===== config.mk =====
export PLATFORM = sky130hd
export DESIGN_NAME = arcino_fetch_fifo_cb
export DESIGN_NICKNAME = d
export VERILOG_FILES = /design/src/rtl/arcino_pkg.sv /design/src/rtl/arcino_fetch_aligner.sv /design/src/rtl/arcino_fetch_fifo_cb.sv
export SDC_FILE = /design/constraint.sdc
export NUM_CORES = 1
export LEC_CHECK = 0
export ABC_AREA = 0
export BUFFER_PORTS_ARGS = -buffer_cell sky130_fd_sc_hd__clkbuf_2
export CAP_MARGIN = 5
export CORE_ASPECT_RATIO = 2
export CORE_MARGIN = 2
export CORE_UTILIZATION = 35
export CTS_BUF_LIST = sky130_fd_sc_hd__clkbuf_16
export CTS_CLUSTER_SIZE = 30
export DETAILED_ROUTE_END_ITERATION = 12
export PLACE_DENSITY = 0.53
export SLEW_MARGIN = 20
export SYNTH_ARGS = -nofsm -noshare
export SYNTH_HDL_FRONTEND = slang
export SYNTH_SLANG_ARGS = --single-unit

===== constraint.sdc =====
create_clock -name clk_i -period 4.55 [get_ports clk_i]
set_input_delay 0.91 -clock clk_i [delete_from_list [all_inputs] [get_ports clk_i]]
set_output_delay 0.91 -clock clk_i [all_outputs]
set_load 0.02 [all_outputs]

===== src/rtl/arcino_pkg.sv =====
// Shared fetch-path types: fetch word width, buffered entry layout, RVC length decode.
// Pure declarations; no timing or flow control of its own.
package arcino_pkg;

    localparam int FETCH_W = 32;

    typedef struct packed {
        logic [FETCH_W-1:0] data;
        logic               err;
    } fetch_entry_t;

    function automatic logic is_compressed(input logic [1:0] lo_bits);
        return lo_bits != 2'b11;
    endfunction

endpackage


===== src/rtl/arcino_fetch_aligner.sv =====
// Combinational 16/32-bit realigner over the two head words; zero latency.
// Never stalls: valid_o drops while the second half of a straddling instruction is absent.
module arcino_fetch_aligner
    import arcino_pkg::*;
(
    input  logic [FETCH_W-1:0] w0_i,
    input  logic [FETCH_W-1:0] w1_i,
    input  logic               w0_avail_i,
    input  logic               w1_avail_i,
    input  logic               w0_err_i,
    input  logic               w1_err_i,
    input  logic               pc1_i,
    output logic [FETCH_W-1:0] rdata_o,
    output logic               valid_o,
    output logic               err_o,
    output logic               pop_o,
    output logic [2:0]         pc_inc_o
);

    logic compressed;

    assign compressed = is_compressed(pc1_i ? w0_i[17:16] : w0_i[1:0]);
    assign rdata_o    = pc1_i ? {w1_i[15:0], w0_i[31:16]} : w0_i;
    assign valid_o    = w0_avail_i & (~pc1_i | compressed | w1_avail_i);
    assign err_o      = (w0_avail_i & w0_err_i)
                      | (pc1_i & ~compressed & w1_avail_i & w1_err_i);
    // Only an aligned compressed instruction leaves part of the head word unconsumed.
    assign pop_o      = pc1_i | ~compressed;
    assign pc_inc_o   = compressed ? 3'd2 : 3'd4;

endmodule


===== src/rtl/arcino_fetch_fifo_cb.sv =====
// Circular-buffer fetch FIFO with instruction realignment; zero-latency bypass when empty.
// in_ready_o throttles requests by free-slot headroom; out side is valid/ready.
module arcino_fetch_fifo_cb
    import arcino_pkg::*;
#(
    parameter int DEPTH    = 4,
    parameter int ADDR_W   = 32,
    parameter int HEADROOM = 2
) (
    input  logic                       clk_i,
    input  logic                       rst_i,
    input  logic                       clear_i,
    input  logic [ADDR_W-1:0]          in_addr_i,
    input  logic [31:0]                in_rdata_i,
    input  logic                       in_err_i,
    input  logic                       in_valid_i,
    output logic                       in_ready_o,
    output logic                       out_valid_o,
    input  logic                       out_ready_i,
    output logic [31:0]                out_rdata_o,
    output logic [ADDR_W-1:0]          out_addr_o,
    output logic                       out_err_o,
    output logic                       out_valid_stored_o,
    output logic [$clog2(DEPTH+1)-1:0] count_o
);

    localparam int PTR_W = $clog2(DEPTH);
    localparam int CNT_W = $clog2(DEPTH + 1);

    function automatic logic [PTR_W-1:0] ptr_inc(input logic [PTR_W-1:0] p);
        return (p == PTR_W'(DEPTH - 1)) ? '0 : p + PTR_W'(1);
    endfunction

    fetch_entry_t      mem_q [DEPTH];
    logic [PTR_W-1:0]  rd_ptr_q, rd_ptr_d, wr_ptr_q, wr_ptr_d, rd_ptr_nxt;
    logic [CNT_W-1:0]  count_q, count_d;
    logic [ADDR_W-1:0] pc_q, pc_d, head_pc;
    fetch_entry_t      e0, e1;
    logic              has1, has2, ovf, fire, push, pop_st, wr_en;
    logic              aln_pop;
    logic [2:0]        aln_pc_inc;

    assign rd_ptr_nxt = ptr_inc(rd_ptr_q);
    assign e0         = mem_q[rd_ptr_q];
    assign e1         = mem_q[rd_ptr_nxt];
    assign has1       = count_q != '0;
    assign has2       = count_q >= CNT_W'(2);
    assign head_pc    = has1 ? pc_q : in_addr_i;

    arcino_fetch_aligner u_aligner (
        .w0_i       (has1 ? e0.data : in_rdata_i),
        .w1_i       (has2 ? e1.data : in_rdata_i),
        .w0_avail_i (has1 | in_valid_i),
        .w1_avail_i (has2 | (has1 & in_valid_i)),
        .w0_err_i   (has1 ? e0.err : in_err_i),
        .w1_err_i   (has2 ? e1.err : in_err_i),
        .pc1_i      (head_pc[1]),
        .rdata_o    (out_rdata_o),
        .valid_o    (out_valid_o),
        .err_o      (out_err_o),
        .pop_o      (aln_pop),
        .pc_inc_o   (aln_pc_inc)
    );

    assign out_addr_o         = head_pc;
    assign out_valid_stored_o = has1 & (~pc_q[1] | is_compressed(e0.data[17:16]) | has2);
    assign count_o            = count_q;
    assign in_ready_o         = (DEPTH - int'(count_q)) >= HEADROOM;

    assign fire   = out_valid_o & out_ready_i;
    assign ovf    = in_valid_i & (count_q == CNT_W'(DEPTH));
    // A bypassed word that is fully consumed in its arrival cycle is never stored.
    assign push   = in_valid_i & ~(fire & aln_pop & ~has1);
    assign pop_st = fire & aln_pop & has1;

    always_comb begin
        rd_ptr_d = rd_ptr_q;
        wr_ptr_d = wr_ptr_q;
        count_d  = count_q;
        pc_d     = pc_q;
        wr_en    = 1'b0;
        if (clear_i) begin
            rd_ptr_d = '0;
            wr_ptr_d = '0;
            count_d  = '0;
            pc_d     = {in_addr_i[ADDR_W-1:1], 1'b0};
        end else if (!ovf) begin
            wr_en    = push;
            wr_ptr_d = push ? ptr_inc(wr_ptr_q) : wr_ptr_q;
            rd_ptr_d = pop_st ? rd_ptr_nxt : rd_ptr_q;
            count_d  = count_q + CNT_W'(push) - CNT_W'(pop_st);
            if (fire) begin
                pc_d = head_pc + ADDR_W'(aln_pc_inc);
            end else if (!has1 && in_valid_i) begin
                pc_d = {in_addr_i[ADDR_W-1:1], 1'b0};
            end
        end
    end

    always_ff @(posedge clk_i or posedge rst_i) begin
        if (rst_i) begin
            rd_ptr_q <= '0;
            wr_ptr_q <= '0;
            count_q  <= '0;
            pc_q     <= '0;
        end else begin
            rd_ptr_q <= rd_ptr_d;
            wr_ptr_q <= wr_ptr_d;
            count_q  <= count_d;
            pc_q     <= pc_d;
        end
    end

    // Entries need no reset: count_q alone decides what is live.
    always_ff @(posedge clk_i) begin
        if (wr_en) begin
            mem_q[wr_ptr_q] <= '{data: in_rdata_i, err: in_err_i};
        end
    end

    ovf_never: assert property (@(posedge clk_i) disable iff (rst_i)
        !(in_valid_i && count_q == CNT_W'(DEPTH) && !clear_i));

endmodule


==> results.cfg <==
[pwr]
clkPwrFrac_pct = 18.6
switchingPower_mw = 3.745
power_density_nw_per_um2 = 683.0
internal-power_mw = 4.295
ir_drop_mv = 0.5202
p_leak_nw = 4.468
power_switching_share_pct = 46.58
p_seq_share_pct = 26.5
pwr-share-comb_pct = 54.9

[synthesis]
synth_edf_count = 132
synth-seq-cells = 171
syn_nets = 953
yosysUniqueCellTypes = 67
yosysWarnings = 0
syn_inst = 864
synth_top_flop_cell = edfxtp_1
synthArstFlopShare_pct = 22.81
netlist_area_sq_um = 9926
ys_seq_area_share_pct = 49.77
syn_avg_cell_area_sq_um = 11.49

[finish]
register_area_sq_um = 4942
drive_gt1_share_pct = 30.13
fin_nets = 1085
multi_input_area_sq_um = 4679
area_growth_pct = 18.59
fillers = 2734
layout_common_cells = 140 x clkbuf_2, 134 x nand2_1, 132 x edfxtp_1
fin_cells = 1366
final_common_cell = clkbuf_2

[grt]
gr-total-overflow = 0
antenna_found_initial = 1
met3_usage_pct = 4.543
grt_pass1_wl_microns = 45530
grt_max_degree = 149
grt_usage_pct = 20.74
grt_pass1_vias = 7860
use_met1_pct = 20.78
grt_most_used_layer = met2
grt.met2_usage_pct = 38.46

[sta]
fin_ws_ns = 0.2332
setup_tns_ns = 0
period_needed_ns = 4.317
fmaxAchievable_ghz = 0.2317
hold_viol_final = 0
finalSetupViolations = 0
tightest_slew_ns = 0.9745
max_slew_margin_pct = 34.94
final_max_slew_viol_count = 0
finalHoldWorstSlack_ns = 0.4985
finalCritPeriodShare_pct = 94.87
finalClockSkew_ns = 0.01330

[detailed_routing]
remaining_drc_errors = 0
routed_wl_microns = 30030
firstDrtPassIters = 5
wire_per_inst_microns = 21.99
num_vias = 7615
dr.first_iter.drc_count = 430
ant_nets = 0
avgViaCountPerCell = 5.575

[clock_network]
cts_hold_buf = 0
clk_pin_slew_worst_paths_ns = 0.08
cts_sinks = 171
cts_tree = built
cts_buffers = 17
clock-root-buffer = clkbuf_16
clockBufferDepth = 2
post-cts-setup-buffers = 0
h-tree-depth = 4
clk_latency_ns = 0.45

[critical_path]
startpoint = count_o[1]$_DFFE_PP0P_
path_buf_inv = 2
arrival_ns = 3.41
crit_type = flip-flop to output pin
crit_fanout = 15
r2r-start = count_o[1]$_DFFE_PP0P_
critPathLaunchType = flip-flop
required_ns = 3.64
cpPeakStageDelay_ns = 0.44
critPathTopFamily = adder cells
crit_slowest_cell = dfrtp_1
cp_cell_sequence = inv_1, ha_1, ha_4, mux2i_4, nor2_1, a21oi_2, and2_1, ha_1, nand2_1, o21ai_1, nand2_1, clkbuf_2
endpoint_kind = output pin

[min_path]
min-delay-start = pc_q[31]$_DFFE_PP0P_
min_path_type = flip-flop to flip-flop

[floorplanning]
fp.dieW_microns = 123.1
design.core.area_sq_um = 28080
die_y_microns = 242.2
placementRows = 87
start_util_pct = 35.34
io_pins = 141
dieArea_sq_um = 29800

[job]
drv_cap = 0

[place]
port_buffers = 140
dp_cells = 1333
post-dp-hpwl_microns = 21760
dp_worst_setup_slack_ns = 0.3757
gp_congestion = 0.7909

[run_status]
status = finished, final reports clean
Yosys cell counts, types with 4 or more instances:
library cell  count  area, sq um
a21oi_1          47        235.2
a222oi_1          5        50.05
a22oi_1          17        127.6
and2_1            7        43.79
buf_1             7        26.28
buf_2            19        95.09
clkbuf_1         29        108.9
dfrtp_1          39        975.9
edfxtp_1        132         3964
ha_1             17        212.7
inv_1            28        105.1
mux2_1            4        45.04
mux2_2           21        236.5
mux2i_1          32        320.3
mux4_2           50         1126
nand2_1         134        503.0
nand2b_1         11        68.82
nand3_1          27        135.1
nand3b_1         11        82.58
nand4_1          14        87.58
nor2_1           52        195.2
nor3_1            9        45.04
nor4_1            5        31.28
o21ai_0          33        165.2
o21ai_1          13        65.06
o22ai_1          20        125.1
o32ai_1           9        78.83
xnor2_1           8        70.07
worst reg2reg max path, stage by stage (launching register included):
cell	delay, ns
dfrtp_1	0.44
inv_1	0.13
ha_1	0.22
ha_4	0.29
buf_12	0.55
mux2_2	0.37
fa_1	0.27
nand4b_1	0.17
a22oi_2	0.54
nand2_1	0.33
mux2_1	0.39
o221ai_1	0.22
mux2i_1	0.10
power groups by stage:
stage / Clock, mW / Combinational, mW / Sequential (mW)
floorplan: 0 / 3.05 / 2.08
global placement: 0 / 4.45 / 2.16
detailed placement: 0 / 4.47 / 2.17
CTS: 1.53 / 4.49 / 2.13
global route: 1.58 / 4.83 / 2.16
finish: 1.49 / 4.42 / 2.13
cell type report:
class	count	area share, %
Sequential cell	171	41.99
Clock buffer	17	3.614
Timing Repair Buffer	171	8.355
Antenna cell	1	0.02126
Inverter	29	0.9247
Multi-Input combinational cell	606	39.75
Clock inverter	15	1.562
Tap cell	356	3.784
layer usage:
metal / part of all wire [%] / vias up
met5: 0 / -
met4: 5.2 / 0
met3: 4.8 / 53
met2: 56 / 213
met1: 35 / 3790
li1: - / 3559
metrics by stage:
step	area (sq um)	utilization (%)	total power [mW]
floorplan	9938	-	5.131
global placement	11150	39.69	6.612
detailed placement	11150	39.69	6.638
CTS	11760	41.86	8.151
global route	11770	41.91	8.569
finish	11770	41.91	8.040
registers in the layout, indices dropped and copies added, names as in the netlist:
register	cells
pc_q	32
count_o	3
mem_q	132
wr_ptr_q	2
rd_ptr_q	2
path summary, 6_finish.rpt:
path,endpoint,slack [ns],depth (start not counted)
setup / recovery,out_valid_o,0.23,12
hold / removal,pc_q[31]$_DFFE_PP0P_,0.50,2
setup reg to reg,pc_q[11]$_DFFE_PP0P_,0.43,12
hold reg to reg,pc_q[31]$_DFFE_PP0P_,0.50,2
max in group asynchronous,rd_ptr_q[1]$_DFFE_PP0P_,3.22,2
min in group asynchronous,rd_ptr_q[0]$_DFFE_PP0P_,0.68,2
what timing repair did:
item,CTS,global route
hold endpoints to repair,0,0
setup endpoints to repair,0,2
resized for setup,0,4
cells by family after synthesis:
group,count (synthesis),synth area share [%]
muxes,108,17.55
AOI/OAI and AO/OA,178,11.56
adders and majority gates,19,2.546
buffers and inverters,87,3.719
and+or+nand+nor,290,13.89
DFF,171,49.77
xor gates and xnor gates,11,0.9707
(Power assumes the default switching activity.)
